==> src/rtl/intr_ctrl_pkg.sv <==
// ============================================================================
// Module : intr_ctrl_pkg
// Brief  : Register map, CAUSE layout and FSM encodings for intr_ctrl.
// Rev    : 1.0  initial release
// ============================================================================
`default_nettype none

package intr_ctrl_pkg;

    // Byte offsets of the MMIO registers; only bits [3:2] are decoded
    localparam logic [3:0] INTC_PENDING = 4'h0;
    localparam logic [3:0] INTC_MASK    = 4'h4;
    localparam logic [3:0] INTC_CAUSE   = 4'h8;
    localparam logic [3:0] INTC_CTRL    = 4'hC;

    localparam int CAUSE_VALID_BIT = 31;

    typedef enum logic [1:0] {
        ST_IDLE    = 2'd0,
        ST_ASSERT  = 2'd1,
        ST_SERVICE = 2'd2
    } intc_state_t;

endpackage

`default_nettype wire

==> src/rtl/intr_prio_enc.sv <==
// ============================================================================
// Module : intr_prio_enc
// Brief  : Combinational priority encoder, lowest set index wins.
// Rev    : 1.0  initial release
// ============================================================================
`default_nettype none

module intr_prio_enc #(
    parameter int NUM_SRC = 8,
    parameter int ID_W    = 5
) (
    input  logic [NUM_SRC-1:0] req,
    output logic               any,
    output logic [ID_W-1:0]    id
);

    // Scanning downwards lets the lowest set index overwrite higher ones
    always_comb begin
        any = |req;
        id  = '0;
        for (int i = NUM_SRC - 1; i >= 0; i--) begin
            if (req[i]) begin
                id = ID_W'(i);
            end
        end
    end

endmodule

`default_nettype wire

==> src/rtl/intr_ctrl.sv <==
// ============================================================================
// Module : intr_ctrl
// Brief  : MMIO interrupt controller feeding the CP0 interrupt input.
// Rev    : 1.0  initial release
// ============================================================================
`default_nettype none

module intr_ctrl
    import intr_ctrl_pkg::*;
#(
    parameter int NUM_SRC = 8,
    parameter int ID_W    = 5
) (
    input  logic               clk,
    input  logic               rst,
    input  logic [NUM_SRC-1:0] src_in,
    input  logic               reg_en,
    input  logic               reg_we,
    input  logic [3:0]         reg_addr,
    input  logic [31:0]        reg_wdata,
    output logic [31:0]        reg_rdata,
    input  logic               cpu_eret,
    output logic               ir_out
);

    logic [NUM_SRC-1:0] sync1, sync2, hist;
    logic [NUM_SRC-1:0] pending, mask;
    logic [NUM_SRC-1:0] rise, clr, active;
    logic               gie;
    logic               cause_valid;
    logic [ID_W-1:0]    cause_id;
    logic               any;
    logic [ID_W-1:0]    prio_id;
    logic               take;
    logic               wr, rd;
    logic [3:0]         addr_off;
    logic [31:0]        rd_word;
    logic [31:0]        cause_word;
    logic               unused;
    intc_state_t        state, state_nxt;

    assign addr_off = {reg_addr[3:2], 2'b00};
    assign wr       = reg_en & reg_we;
    assign rd       = reg_en & ~reg_we;
    assign rise     = sync2 & ~hist;
    assign clr      = (wr && addr_off == INTC_PENDING) ? reg_wdata[NUM_SRC-1:0] : '0;
    assign active   = pending & mask;
    assign unused   = ^{reg_addr[1:0], reg_wdata};

    intr_prio_enc #(
        .NUM_SRC (NUM_SRC),
        .ID_W    (ID_W)
    ) u_prio (
        .req (active),
        .any (any),
        .id  (prio_id)
    );

    always_comb begin
        cause_word                  = '0;
        cause_word[CAUSE_VALID_BIT] = cause_valid;
        cause_word[ID_W-1:0]        = cause_id;
        case (addr_off)
            INTC_PENDING: rd_word = 32'(pending);
            INTC_MASK:    rd_word = 32'(mask);
            INTC_CAUSE:   rd_word = cause_word;
            INTC_CTRL:    rd_word = {31'b0, gie};
            default:      rd_word = '0;
        endcase
    end

    // A new edge wins over a simultaneous W1C so no event is lost
    always_ff @(posedge clk) begin
        if (rst) begin
            sync1     <= '0;
            sync2     <= '0;
            hist      <= '0;
            pending   <= '0;
            mask      <= '0;
            gie       <= 1'b0;
            reg_rdata <= '0;
        end else begin
            sync1   <= src_in;
            sync2   <= sync1;
            hist    <= sync2;
            pending <= (pending & ~clr) | rise;
            if (wr && addr_off == INTC_MASK) begin
                mask <= reg_wdata[NUM_SRC-1:0];
            end
            if (wr && addr_off == INTC_CTRL) begin
                gie <= reg_wdata[0];
            end
            if (rd) begin
                reg_rdata <= rd_word;
            end
        end
    end

    always_ff @(posedge clk) begin
        if (rst) begin
            state       <= ST_IDLE;
            cause_valid <= 1'b0;
            cause_id    <= '0;
        end else begin
            state <= state_nxt;
            if (take) begin
                cause_valid <= 1'b1;
                cause_id    <= prio_id;
            end else if (state == ST_SERVICE && state_nxt == ST_IDLE) begin
                cause_valid <= 1'b0;
                cause_id    <= '0;
            end
        end
    end

    always_comb begin
        state_nxt = state;
        ir_out    = 1'b0;
        take      = 1'b0;
        case (state)
            ST_IDLE: begin
                if (gie && any) begin
                    state_nxt = ST_ASSERT;
                    take      = 1'b1;
                end
            end
            ST_ASSERT: begin
                ir_out    = 1'b1;
                state_nxt = ST_SERVICE;
            end
            ST_SERVICE: begin
                if (cpu_eret) begin
                    state_nxt = ST_IDLE;
                end
            end
            default: state_nxt = ST_IDLE;
        endcase
    end

endmodule

`default_nettype wire
==> config.mk <==
export PLATFORM = sky130hd
export DESIGN_NAME = intr_ctrl
export DESIGN_NICKNAME = d
export VERILOG_FILES = /design/src/rtl/intr_ctrl_pkg.sv /design/src/rtl/intr_prio_enc.sv /design/src/rtl/intr_ctrl.sv
export SDC_FILE = /design/constraint.sdc
export NUM_CORES = 1
export LEC_CHECK = 0
export ABC_AREA = 1
export ABC_CLOCK_PERIOD_IN_PS = 1050
export CAP_MARGIN = 30
export CORE_ASPECT_RATIO = 1.25
export CORE_MARGIN = 8
export CORE_UTILIZATION = 34
export CTS_CLUSTER_SIZE = 40
export DETAILED_ROUTE_END_ITERATION = 10
export PLACE_DENSITY = 0.65
export SLEW_MARGIN = 0
export SYNTH_ARGS = -nofsm -noshare
export SYNTH_HDL_FRONTEND = slang
export SYNTH_SLANG_ARGS = --single-unit
==> constraint.sdc <==
create_clock -name clk -period 1.05 [get_ports clk]
set_input_delay 0.21 -clock clk [delete_from_list [all_inputs] [get_ports clk]]
set_output_delay 0.21 -clock clk [all_outputs]
set_load 0.005 [all_outputs]
==> Yosys cells after proc, flatten, opt, wreduce, memory -nomap -nowiden <==
Cells that the tools add are included.
{ "classes": {"n_eq_ne": 5, "n_mux": 20, "bitwise": 9, "reduce_logical": 10} }
{ "op_table": {"columns": ["cell", "n"], "rows": [
  ["$pmux W32 S4", 1],
  ["$and A8 B8 Y8", 3],
  ["$mux W3", 8],
  ["$not A8 Y8", 2],
  ["$mux W5", 2],
  ["$mux W8", 1],
  ["$or A8 B8 Y8", 1],
  ["$reduce_or A8 Y1", 1],
  ["$eq A2 B2 Y1 const B", 3],
  ["$pmux W2 S3", 1],
  ["$logic_and A1 B1 Y1", 5],
  ["$mux W1", 5],
  ["$eq A2 B1 Y1 const B", 2],
  ["$logic_not A2 Y1", 2],
  ["$logic_not A4 Y1", 1],
  ["$mux W2", 2],
  ["$and A1 B1 Y1", 2],
  ["$reduce_bool A2 Y1", 1],
  ["$not A1 Y1", 1]
]} }
{ "word_totals": {"regBits": 81, "in_bits": 49, "out_inout_bits": 33} }

==> Longest topological paths before layout <==
Gate-level depths: netlist (run 1).
{ "depth": {"word_depth": 10, "mapped_depth": 10, "ltp_nobuf": 10} }

==> Hierarchy <==
From an unflattened synthesis (run 1), not the netlist that was laid out.
{ "unflattened": {"hier_cells": 353, "hier_area_um2": 2478.6} }
{ "modules_own_cells": {"columns": ["module", "n_inst", "cells_each", "area_per_inst_um2", "seq_area_each_um2"], "rows": [
  ["intr_ctrl", 1, 328, 2361.0, 1161.1],
  ["intr_prio_enc", 1, 25, 117.6, 0.0]
]} }

==> Worst setup path after synthesis (run 1) <==
OpenSTA, ideal clock, no wires.
{ "synth_path": {"kind": "register -> register", "start": "register pending[1]", "end": "register cause_id[1]", "setup_time_ns": 0.066, "arrival_ns": 0.912, "required_ns": 0.984, "slack_ns": 0.072, "stages_incl_launch_ff": 8, "period_less_slack_ns": 0.978, "cell_sequence": "dfxtp_1 nand2_1 nand2_2 nor2_2 nand2_2 nand2_4 nand3_1 a21oi_2"} }
{ "synth_via": {"elab_chain_len": 8} }
{ "synth_rtl": {"columns": ["element", "line_no", "text"], "rows": [
  ["start: declaration", "intr_ctrl.sv:27", "logic [NUM_SRC-1:0] pending, mask;"],
  ["start signal: assignment", "intr_ctrl.sv:86", "pending <= (pending & ~clr) | rise;"],
  ["$and A8 B8 Y8 (*)", "intr_ctrl.sv:47", "assign active = pending & mask;"],
  ["$reduce_or A8 Y1", "intr_prio_enc.sv:19", "any = |req;"],
  ["$logic_and A1 B1 Y1", "intr_ctrl.sv:122", "if (gie && any) begin"],
  ["$mux W2", "intr_ctrl.sv:122", null],
  ["$pmux W2 S3", "intr_ctrl.sv:120", "case (state)"],
  ["$logic_not A2 Y1", "intr_ctrl.sv:109", "end else if (state == ST_SERVICE && state_nxt == ST_IDLE) begin"],
  ["$logic_and A1 B1 Y1", "intr_ctrl.sv:109", null],
  ["$reduce_bool A2 Y1 (no source line)", null, null],
  ["end signal: assignment", "intr_ctrl.sv:108", "cause_id <= prio_id;"],
  ["end: declaration", "intr_ctrl.sv:31", "logic [ID_W-1:0] cause_id;"]
]} }
Every way passes the cells marked *; elsewhere a longest branch is shown, timed or not.
A chain may end at the register's enable or synchronous reset.

==> Worst setup path after layout (run 1) <==
{ "layout_path": {"start": "register mask[6]", "end": "register cause_id[0]"} }
{ "layout_via": {"elab_chain_len": 9} }
{ "layout_rtl": {"columns": ["element", "line_no", "text"], "rows": [
  ["start: declaration", "intr_ctrl.sv:27", null],
  ["start signal: assignment", "intr_ctrl.sv:88", "mask <= reg_wdata[NUM_SRC-1:0];"],
  ["$and A8 B8 Y8 (*)", "intr_ctrl.sv:47", null],
  ["$mux W3 (7 in series)", "intr_prio_enc.sv:22", "if (req[i]) begin"],
  ["$mux W5", "intr_ctrl.sv:106", "if (take) begin"]
]} }
Marks and branches as above.

==> results of run 1 <==
path summary, 6_finish.rpt:
| check | from | end | slack [ns] | depth (start not counted) |
|---|---|---|---|---|
| max | mask[6] | cause_id[0] | -0.04 | 7 |
| min | sync1[0] | sync2[0] | 0.40 | 2 |
| max reg2reg | mask[6] | cause_id[0] | -0.04 | 7 |
| min reg2reg | sync1[0] | sync2[0] | 0.40 | 2 |
cells in the final DEF, fill, tap and decap left out, types with 5 or more instances in the layout:
cell type | synthesis | final
dfxtp_2 | 0 | 19
conb_1 | 1 | 23
nand2_4 | 2 | 5
buf_4 | 23 | 27
nand3_2 | 8 | 10
buf_2 | 3 | 10
a21oi_1 | 14 | 12
nand2_2 | 4 | 14
inv_1 | 36 | 36
clkbuf_8 | 0 | 5
inv_2 | 8 | 6
dfxtp_1 | 56 | 37
o21ai_1 | 11 | 11
clkdlybuf4s50_1 | 0 | 18
nand2_1 | 44 | 31
nor2_1 | 61 | 58
cells by family after synthesis:
kind of cell           share of synthesized area, %
AND/OR/NAND/NOR                                26.3
buffers and inverters                          17.2
flip-flops                                     47.0
AO/OA/AOI/OAI                                  9.34
other                                         0.157
power by group:
part           total [W]  switching, W  internal, W  leakage (nW)
registers        0.00225     0.0000353      0.00221         0.466
logic           0.000474      0.000249     0.000225         0.940
clock network    0.00139      0.000672     0.000721        0.0558
total            0.00411      0.000956      0.00316          1.46
sequential cells by signal, summed over array words and instances (netlist names), 2 cells and up:
name,count
pending,8
reg_rdata,9
sync2,8
cause_id,3
sync1,8
hist,8
state,2
mask,8
stage by stage:
stage | util [%] | power, W | cell area, um^2 | setup TNS (ns)
final | 45.3 | 0.00411 | 3120 | -0.134
after global routing | 45.3 | 0.00432 | 3120 | -0.468
after CTS | 44.7 | 0.00416 | 3080 | -0.152
after detailed placement | 41.8 | 0.00275 | 2880 | -14.53
after global placement | 41.8 | 0.00274 | 2880 | -13.59
after floorplan | - | 0.00258 | 2470 | 0
metal layers:
layer,share of wire (%),global-route usage (%),vias to the layer above
li1,-,-,1025
met4,1.4,3.52,0
met5,0,0,-
met3,5.5,3.07,7
met2,52,18.7,40
met1,41,11.1,852
worst register-to-register path, delay by kind of cell (launching register included):
kind	cells	cell delay [ns]
AND/OR/NAND/NOR	6	0.55
flip-flops	1	0.34
AO/OA/AOI/OAI	1	0.13
final cells by class:
type,count,share of cell area (%)
well taps,90,3.61
repair buffers,63,17.0
clock buffers,6,2.32
inverters,47,6.37
clock inverters,2,1.24
flip-flops and latches,56,36.7
multi-input cells,195,32.8
timing repair:
| action | 4_1_cts | 5_1_grt |
|---|---|---|
| buffers inserted | 6 | 1 |
| gates resized for setup | 82 | 15 |
| hold endpoints to repair | 0 | 0 |
| setup endpoints to repair | 41 | 10 |
| pin swaps | 9 | 10 |
==> flow_metrics.tcl, run 1 <==
set metrics [dict create \
    cp_data_required_time_ns 1.30 \
    grt_pass1_wl_um 8420 \
    postRouteAntennaNets 0 \
    cp_data_arrival_time_ns 1.34 \
    cts_buffer_depth 2 \
    cts_buffers 5 \
    viasPerCell 4.19 \
    synthTopCellsByCount "61 x nor2_1, 56 x dfxtp_1, 44 x nand2_1" \
    ys_top_cells_by_area "dfxtp_1 47%, nor2_1 9.6%, buf_4 7.2%, nand2_1 6.9%, inv_1 5.7%" \
    start_util_pct 34.6 \
    core_mm2 0.00689 \
    hold_path_class "reg2reg" \
    postSynthAreaPerCell_um2 7.79 \
    ir_drop_v 0.000500 \
    clock_latency_ns 0.30 \
    area_delta_synth_final_pct 31.0 \
    ys_async_sr_fraction_pct 0 \
    die-area_mm2 0.00996 \
    startpoint_type "flop" \
    setup_viol 6 \
    die_h_um 110 \
    seqCellArea_mm2 0.00114 \
    yosysWarnings 0 \
    hold_buffers 0 \
    multiInputGateArea_mm2 0.00102 \
    diodes 0 \
    num-fill-cells 709 \
    syn_inst 306 \
    gp_congestion 0.817 \
    totalWireLength_um 4910 \
    fin_crit_ns 1.09 \
    synth_largest_area_cell "dfxtp_1" \
    violations "setup timing" \
    final_cells 459 \
    max_cap_violations 0 \
    rsz0062_at_grt "true" \
    skew_ns 0.00954 \
    crit_type "reg2reg" \
    final.period_utilization_pct 104 \
    fmax_mhz 917 \
    power.leakage_nw 1.46 \
    slew_violations 0 \
    cts.sinks 56 \
    antenna_found_initial 0 \
    overflow 0 \
    synth.top_cell.area_share_pct 47.0 \
    dp_hpwl_um 3540 \
    yosysUniqueCellTypes 33 \
    grt_usage_pct 10.2 \
    cts_tree "built" \
    nNetsFinal 417 \
    slowest_stage "dfxtp_2" \
    ys_seq_area_share_pct 47.0 \
    worstSetupEndpointType "flop" \
    synth_most_common_cell "nor2_1" \
    htreeDepth 2 \
    io-pin-count 82 \
    grt_pass1_vias 1915 \
    drtIter0Drc 131 \
    clk_pin_slew_worst_paths_ns 0.10 \
    drive_gt1_share_pct 32.0 \
    hold_violations 0 \
    drc 0 \
    die_x_um 90.9 \
    wl_per_cell_um 10.7 \
    outcome "finished, violations left" \
    clockRootBuffer "clkbuf_8" \
    worst_slack_ns -0.0400 \
    path_delay_family "simple AND/OR/NAND/NOR gates" \
    timing.hold.ws_ns 0.403 \
    cp_max_fo 6 \
    vias 1924 \
    first_pass_iters 4 \
    io_buffer_count 32 \
    synth_ff_type "dfxtp_1" \
    slowest_delay_ns 0.34 \
    fp-row-count 34 \
    worst-path-buf-inv 0 \
    pre_cts_ws_ns -0.417 \
    cp_cell_sequence "nand2_2 -> nand2_4 -> nor2_4 -> nand2_2 -> nand2_4 -> nand3_1 -> a21oi_1" \
    p_per_area_mw_per_mm2 1320 \
    placed_cells 444 \
    synth.cell_area_mm2 0.00238 \
    synth_edf_count 0 \
    grt_max_degree 40 \
    synth_seq_cells 56 \
]
(Power assumes the default switching activity.)
==> inputs of run 2 (changes only) <==
==> constraint.sdc (replaced) <==
create_clock -name clk -period 1.05 [get_ports clk]
set_input_delay 0.105 -clock clk [delete_from_list [all_inputs] [get_ports clk]]
set_output_delay 0.105 -clock clk [all_outputs]
set_load 0.005 [all_outputs]
==> flow_metrics.tcl, run 2 (same netlist as run 1, synthesis figures left out) <==
set metrics [dict create \
    slew_violations 0 \
    startpoint_type "flop" \
    outcome "finished, violations left" \
    grt_pass1_vias 1773 \
    cp_max_fo 7 \
    worst_slack_ns -0.0601 \
    power.leakage_nw 1.48 \
    io-pin-count 82 \
    drive_gt1_share_pct 27.6 \
    start_util_pct 34.6 \
    largest_reg_flops 9 \
    rsz0062_at_grt "true" \
    cts.sinks 56 \
    cts_tree "built" \
    final.period_utilization_pct 106 \
    core_mm2 0.00689 \
    cts_buffers 5 \
    clk_pin_slew_worst_paths_ns 0.10 \
    ir_drop_v 0.000634 \
    timing.hold.ws_ns 0.266 \
    fmax_mhz 901 \
    final_common_cell "nor2_1" \
    drtIter0Drc 93 \
    cp_data_required_time_ns 1.30 \
    clock_latency_ns 0.31 \
    antenna_found_initial 0 \
    final_cell_area_mm2 0.00310 \
    area_delta_synth_final_pct 29.9 \
    grt_pass1_wl_um 7890 \
    first_pass_iters 4 \
    final_cell_mix "59 x nor2_1, 36 x inv_1, 36 x dfxtp_1" \
    violations "setup timing" \
    postRouteAntennaNets 0 \
    diodes 0 \
    place_area_mm2 0.00288 \
    totalWireLength_um 4810 \
    hold_violations 0 \
    die_x_um 90.9 \
    worstSetupEndpointType "flop" \
    gp_congestion 0.819 \
    fp-row-count 34 \
    p_per_area_mw_per_mm2 1260 \
    io_buffer_count 32 \
    max_cap_violations 0 \
    overflow 0 \
    met2_usage_pct 16.8 \
    final_cells 456 \
    nNetsFinal 415 \
    vias 1908 \
    hold_path_class "in2reg" \
    grt_usage_pct 9.77 \
    cts_buffer_depth 2 \
    crit_type "reg2reg" \
    placed_cells 444 \
    largest_register "reg_rdata" \
    die-area_mm2 0.00996 \
    skew_ns 0.0166 \
    wl_per_cell_um 10.5 \
    hold_buffers 0 \
    htreeDepth 2 \
    met1_usage_pct 10.8 \
    grt_use_met3_pct 3.21 \
    drc 0 \
    fin_crit_ns 1.11 \
    grt_max_degree 40 \
    top_usage_layer "met2" \
    viasPerCell 4.18 \
    dp_hpwl_um 3500 \
    p_total_w 0.00390 \
    cp_data_arrival_time_ns 1.36 \
    setup_tns_ns -0.200 \
    clockRootBuffer "clkbuf_8" \
    setup_viol 5 \
    die_h_um 110 \
]
## run 2: changes by cell type in the layout (fill, tap and decap cells not counted), sizes merged
cell / previous run / this run
clkdlybuf4s50: 18 / 19
bufinv: 1 / 0
dlymetal6s2s: 0 / 3
buf: 41 / 30
dlygate4sd2: 4 / 9
## run 2: repair_timing
| action | 4_1_cts | 5_1_grt |
|---|---|---|
| gates cloned | 0 | 0 |
| resized for setup | 39 | 19 |
| pin swaps | 3 | 9 |
| buffers inserted | 2 | 3 |
| setup endpoints to repair | 13 | 25 |
## run 2: metal layers
metal | up-vias | share of wire [%]
met2 | 61 | 49
met1 | 826 | 43
met3 | 7 | 6.2
met4 | 0 | 2.2
met5 | - | 0
li1 | 1014 | -
## run 2: final timing paths
kind,startpoint,endpoint,slack [ns],depth (start not counted)
hold reg to reg,sync1[0],sync2[0],0.40,2
setup / recovery,pending[6],cause_id[1],-0.06,7
setup reg to reg,pending[6],cause_id[1],-0.06,7
hold / removal,reg_addr[2],gie,0.27,4
## run 2: worst max-delay path, cell delays in order, from the launching register on
cell	delay, ns
dfxtp_2	0.34
nand2_2	0.09
nand2_4	0.07
nor2_4	0.13
nand2_2	0.08
nand2_4	0.11
nand3_1	0.09
a21oi_2	0.13
## run 2: stage by stage
step	worst slack, ns	util, %
2_1_floorplan	0.0718	-
3_3_place_gp	-0.282	41.8
3_5_place_dp	-0.322	41.8
4_1_cts	-0.0122	43.8
5_1_grt	-0.129	44.9
6_report	-0.0601	44.9
## run 2: cell type report
cell class | count | area (um^2)
inverter | 47 | 189
tap | 90 | 113
fill | 688 | 3800
clock buffer | 6 | 82.6
clock inverter | 1 | 8.76
sequential | 56 | 1150
multi-input combinational | 195 | 1000
timing repair buffer | 61 | 554
## run 2: power breakdown
| part | total [W] | internal [W] | switching [W] |
|---|---|---|---|
| clock | 0.00118 | 0.000527 | 0.000657 |
| combinational | 0.000467 | 0.000225 | 0.000242 |
| sequential | 0.00225 | 0.00221 | 0.0000333 |
